[src/rtl/fetch_ctrl.sv]
// Instruction fetch controller: one outstanding instruction-bus request and a
// one-entry output slot toward decode, with redirect/flush handling.
module fetch_ctrl #(
    parameter logic [63:0] RESET_PC = 64'h0000_0000_8000_0000
) (
    input  logic        clk,
    input  logic        reset,
    input  logic        redirect_valid,
    input  logic [63:0] redirect_pc,
    input  logic        f_ready,
    output logic        ireq_valid,
    output logic [63:0] ireq_addr,
    input  logic        iresp_data_ok,
    input  logic [31:0] iresp_data,
    output logic        f_valid,
    output logic [63:0] f_pc,
    output logic [31:0] f_inst,
    output logic        fetch_busy
);

    typedef enum logic [1:0] {
        IDLE  = 2'd0,
        FETCH = 2'd1,
        DROP  = 2'd2
    } state_t;

    state_t      state, state_nxt;
    logic [63:0] pc, pc_nxt;
    logic [63:0] req_addr;
    logic        fill;
    logic        load_req;

    always_comb begin
        state_nxt = state;
        pc_nxt    = pc;
        fill      = 1'b0;
        load_req  = 1'b0;
        case (state)
            IDLE: begin
                if ((!f_valid || f_ready) && !redirect_valid) begin
                    state_nxt = FETCH;
                    load_req  = 1'b1;
                end
            end
            FETCH: begin
                if (iresp_data_ok) begin
                    state_nxt = IDLE;
                    if (!redirect_valid) begin
                        fill   = 1'b1;
                        pc_nxt = pc + 64'd4;
                    end
                end else if (redirect_valid) begin
                    state_nxt = DROP;
                end
            end
            DROP: begin
                if (iresp_data_ok) state_nxt = IDLE;
            end
            default: state_nxt = IDLE;
        endcase
        // A redirect overrides any sequential pc advance; target is word-aligned.
        if (redirect_valid) pc_nxt = {redirect_pc[63:2], 2'b00};
    end

    // req_addr is frozen for the life of a request so DROP keeps the old address.
    always_ff @(posedge clk) begin
        if (reset) begin
            state    <= IDLE;
            pc       <= RESET_PC;
            req_addr <= RESET_PC;
        end else begin
            state <= state_nxt;
            pc    <= pc_nxt;
            if (load_req) req_addr <= pc;
        end
    end

    always_ff @(posedge clk) begin
        if (reset) begin
            f_valid <= 1'b0;
            f_pc    <= 64'd0;
            f_inst  <= 32'd0;
        end else if (redirect_valid) begin
            f_valid <= 1'b0;
        end else if (fill) begin
            f_valid <= 1'b1;
            f_pc    <= pc;
            f_inst  <= iresp_data;
        end else if (f_valid && f_ready) begin
            f_valid <= 1'b0;
        end
    end

    assign ireq_valid = (state != IDLE);
    assign fetch_busy = (state != IDLE);
    assign ireq_addr  = req_addr;

endmodule
[config.mk]
export PLATFORM = sky130hd
export DESIGN_NAME = fetch_ctrl
export DESIGN_NICKNAME = d
export VERILOG_FILES = /design/src/rtl/fetch_ctrl.sv
export SDC_FILE = /design/constraint.sdc
export NUM_CORES = 1
export LEC_CHECK = 0
export CAP_MARGIN = 40
export CORE_ASPECT_RATIO = 2
export CORE_MARGIN = 1.5
export CORE_UTILIZATION = 30
export CTS_CLUSTER_SIZE = 16
export DETAILED_ROUTE_END_ITERATION = 16
export HOLD_SLACK_MARGIN = 0.12
export PLACE_DENSITY = 0.58
export SLEW_MARGIN = 20
export SYNTH_ARGS = -nofsm -noshare
export SYNTH_HDL_FRONTEND = slang
export SYNTH_SLANG_ARGS = --single-unit
export TNS_END_PERCENT = 1
[constraint.sdc]
create_clock -name clk -period 3.2 [get_ports clk]
set_input_delay 0.64 -clock clk [delete_from_list [all_inputs] [get_ports clk]]
set_output_delay 0.64 -clock clk [all_outputs]
set_load 0.005 [all_outputs]
; Yosys cells after proc, flatten, opt, wreduce, memory -nomap -nowiden
; Index checks and enable logic that the tools add are counted.
[classes]
addsub = 1
n_eq_ne = 5
muxes = 15
bitwise_logic = 1
n_reduce_logical = 15
[op_table]
columns = op, count
row1 = two-way mux 64 bit, 3
row2 = adder 64 x 3 -> 64 bit (second input constant), 1
row3 = two-way mux 2 bit, 4
row4 = nonzero test 2 bit, 4
row5 = two-way mux 1 bit, 7
row6 = one-hot mux 2 bit (3 select lines), 1
row7 = AND reduction 2 bit, 3
row8 = != test 2 bit (second input constant), 2
row9 = != test 3 bit (second input constant), 1
row10 = AND reduction 3 bit, 1
row11 = equality test 2 x 1 -> 1 bit (second input constant), 1
row12 = equality test 2 bit (second input constant), 1
row13 = logical AND 1 bit, 2
row14 = zero test 1 bit, 2
row15 = zero test 2 bit, 1
row16 = OR reduction 2 bit, 1
row17 = logical OR 1 bit, 1
row18 = inverter 1 bit, 1
[word_totals]
reg_bits = 227
inputBits = 101
output_inout_bits = 163
word_cells = 44

; Longest topological paths before layout
[logic_depth]
ltp_word = 5
depth_mapped = 8
mapped_depth_nobuf = 6

; Least setup slack after synthesis
; OpenSTA, ideal clock, no wires.
[synth_timing]
path_type = register to register
startpoint = reg pc[2]
endpoint = reg pc[58]
setup_ns = 0.091
arrival_ns = 2.224
required_ns = 3.109
setup_slack_ns = 0.885
path_stages_with_launch = 7
n_path_buf = 0
synth_period_minus_slack_ns = 2.315
path_cell_list = dfxtp_1 -> ha_1 -> nand4_2 -> nor4_4 -> nand3_2 -> or4_1 -> a311oi_1
[synth_via]
elab_chain_len = 4
[synth_lines]
columns = item, line
row1 = "start, declared", 28  ; logic [63:0] pc, pc_nxt;
row2 = "start signal, assigned", 73  ; pc <= pc_nxt;
row3 = adder 64 x 3 -> 64 bit, 50  ; pc_nxt = pc + 64'd4;
row4 = two-way mux 64 bit, 46  ; if (iresp_data_ok) begin
row5 = two-way mux 64 bit, 38  ; case (state)
row6 = two-way mux 64 bit, 62  ; if (redirect_valid) pc_nxt = {redirect_pc[63:2], 2'b00};
; Every way passes these cells. The select of a mux whose other input is x is not followed.
; A chain may end at the register's enable or synchronous reset.

; Final worst setup path
[layout_timing]
startpoint = reg pc[47]
endpoint = reg pc[59]
; Same word-level chain as after synthesis.

==> impl_metrics.yaml <==
floorplanning:
  die_area_mm2: 0.0325
  core_area_mm2: 0.0309
  ioPinCount: 264
  start_util: 0.305
  fp-row-count: 91
  die_w_um: 128
  die_y_um: 253
clocking:
  htree_levels: 1
  root_buffer: "clkbuf_16"
  post_cts_buffers: 0
  hold_buffers: 0
  clock_latency_ns: 0.52
  cts_resized: 0
  clkSinkCount: 221
  clk_pin_slew_ns: 0.07
  cts_buffers: 22
  clockBufferDepth: 3
  cts_tree: "built"
placement:
  portBuffers: 257
  dp_hpwl_mm: 24.9
  place_ws_ns: 0.294
  place_congestion: 0.898
power_and_ir_drop:
  ir_drop_mv: 0.372
  p_comb_frac: 0.102
  power_frac_seq: 0.476
  p_int_mw: 4.72
  p_switching_mw: 1.57
  switching_share: 0.249
  power.density_mw_per_mm2: 473
  clkPwrFrac: 0.423
  power_leakage_nw: 4.44
sta:
  slew-limit-headroom: 0.588
  timing.fmax_mhz: 378
  fin_ws_ns: 0.557
  rsz0062_at_grt: "false"
  finalHoldViolCount: 0
  tightest_slew_ns: 0.617
  drv_slew: 0
  min_period_ns: 2.64
  clock_skew_ns: 0.0149
  finalSetupTns_ns: 0
  fin_crit_sh: 0.826
  setup-violations-final: 0
grt:
  grt_pass1_wl_mm: 51.5
  grt_overflow: 0
  grt_pass1_vias: 8921
  gr-usage-all-layers: 0.206
  grt_start_max_net_pins: 83
  antenna_found_initial: 7
logic_synthesis:
  synthFlopType: "dfxtp_1"
  syn_avg_cell_area_um2: 7.86
  synth-edff-count: 0
  syn_area_mm2: 0.00940
  yosysSeqAreaShare: 0.471
  synth-seq-cells: 221
  synth_cell_types: 57
  netlist_instances: 1196
  async_reset_ff_frac: 0
  yosys_warnings: 0
critical_path:
  endpoint_kind: "flip-flop"
  start_kind: "flip-flop"
  crit_type: "reg2reg"
  critPathMaxFanout: 9
  worst_ep_required_time_ns: 3.62
  crit_arrival_ns: 3.06
route:
  vias_per_cell: 5.02
  vias: 9341
  route.detailed.wl_per_inst_um: 18.5
  drc: 0
  drtAntennaViolNets: 0
  routed_wl_mm: 34.5
  dr.first_iter.drc_count: 595
  firstDrtPassIters: 5
cells_and_area:
  layout.nets: 1523
  fin_util: 0.431
  syn_to_final_growth_pct: 41.3
  drive_gt1_frac: 0.0745
min_path:
  min_path_type: "reg2reg"
status:
  status: "finished clean"
flow_run:
  max_cap_violations: 0
cells in the mapped netlist, types with 7 or more instances:
library cell  count  area, µm²
o21a_1           12       90.1
o31ai_1           9       67.6
dfxtp_1         221       4420
xnor2_1          14        123
buf_2            11       55.1
a21oi_1         162        811
and3_1           10       62.6
nand3_1          31        155
nand4_1          47        294
nor4_1           16        100
nand2_1         342       1280
nor3_1           16       80.1
nor2_1           62        233
a211oi_1         25        188
or4_1            10       75.1
buf_1             7       26.3
a311oi_1         13        114
clkbuf_1         80        300
or3_1             9       56.3
xor2_1           22        193
logic make-up (layout without fill, tap and decap cells):
logic type	Yosys count	in the layout	share of synthesized area
other	1	11	0.000399
AND/OR/NAND/NOR	572	572	0.282
XOR/XNOR	36	36	0.0335
AO/OA/AOI/OAI	245	245	0.154
buffers and inverters	113	351	0.0501
adder cells (fa/ha/maj)	1	1	0.00133
multiplexers	7	7	0.00759
flip-flops	221	221	0.471
flip-flops by register name (all words and copies together) (netlist names):
| register | count |
|---|---|
| f_valid | 1 |
| pc | 62 |
| f_pc | 62 |
| f_inst | 32 |
| state | 2 |
| ireq_addr | 62 |
power by group through the flow:
stage / Clock [mW] / Combinational [mW] / Sequential, mW
finish: 2.66 / 0.639 / 2.99
global route: 2.83 / 0.696 / 3.00
CTS: 2.74 / 0.643 / 2.99
detailed placement: 0 / 0.639 / 3.05
global placement: 0 / 0.632 / 3.05
floorplan: 0 / 0.317 / 2.99
layer usage:
| metal | GRT usage | routed length [µm] | vias up |
|---|---|---|---|
| met5 | 0 | 0 | - |
| met4 | 0.117 | 1620 | 0 |
| met3 | 0.0232 | 1390 | 80 |
| met2 | 0.381 | 18700 | 278 |
| met1 | 0.222 | 12800 | 4418 |
| li1 | - | - | 4565 |
critical path: stages (launching register included):
cell	delay, ns
dfxtp_1	0.66
nand2_1	0.30
nor4_1	0.40
nand3_1	0.35
or4_1	0.57
a311oi_1	0.27
placed cells by master, fill, tap and decap left out, types with 4 or more instances in the layout:
| master | n |
|---|---|
| clkbuf_8 | 6 |
| o21ai_0 | 6 |
| inv_1 | 5 |
| or4_1 | 10 |
| buf_4 | 42 |
| nand3_1 | 31 |
| clkbuf_1 | 6 |
| and3_1 | 10 |
| nand4_1 | 47 |
| clkbuf_16 | 23 |
| o211ai_1 | 6 |
| diode_2 | 7 |
| nor3_1 | 15 |
| mux2i_1 | 6 |
| clkdlybuf4s50_1 | 255 |
| xor2_1 | 22 |
| nor4_1 | 15 |
| or3_1 | 8 |
| nand2_1 | 342 |
| o21a_1 | 12 |
| buf_12 | 5 |
| nor2_1 | 61 |
| a211oi_1 | 25 |
| o31ai_1 | 9 |
| a21oi_1 | 162 |
| conb_1 | 4 |
| a311oi_1 | 13 |
| dfxtp_1 | 221 |
| xnor2_1 | 14 |
per-stage QoR:
step           hold slack, ns  instances  power (mW)  cell area, µm²
3_5_place_dp            0.446       1814        3.69           12500
6_report                0.452       1862        6.28           13300
4_1_cts                 0.455       1854        6.37           13200
2_1_floorplan           0.448       1199        3.30            9410
5_1_grt                 0.470       1862        6.53           13300
3_3_place_gp            0.441       1813        3.68           12500
path summary, 6_finish.rpt:
kind                   endpoint  slack (ns)     startpoint  cells after the start
setup / recovery         pc[59]        0.56         pc[47]                      5
hold / removal    ireq_addr[50]        0.45  ireq_addr[50]                      2
setup reg to reg         pc[59]        0.56         pc[47]                      5
hold reg to reg   ireq_addr[50]        0.45  ireq_addr[50]                      2
cell type report:
| type | count | area, µm² |
|---|---|---|
| Fill cell | 3134 | 17600 |
| Multi-Input combinational cell | 865 | 4550 |
| Sequential cell | 221 | 4420 |
| Timing Repair Buffer | 305 | 3010 |
| Clock buffer | 35 | 681 |
| Tap cell | 418 | 523 |
| Clock inverter | 5 | 52.6 |
| Inverter | 6 | 22.5 |
| Antenna cell | 7 | 17.5 |
Power figures use the tool's default switching activity.
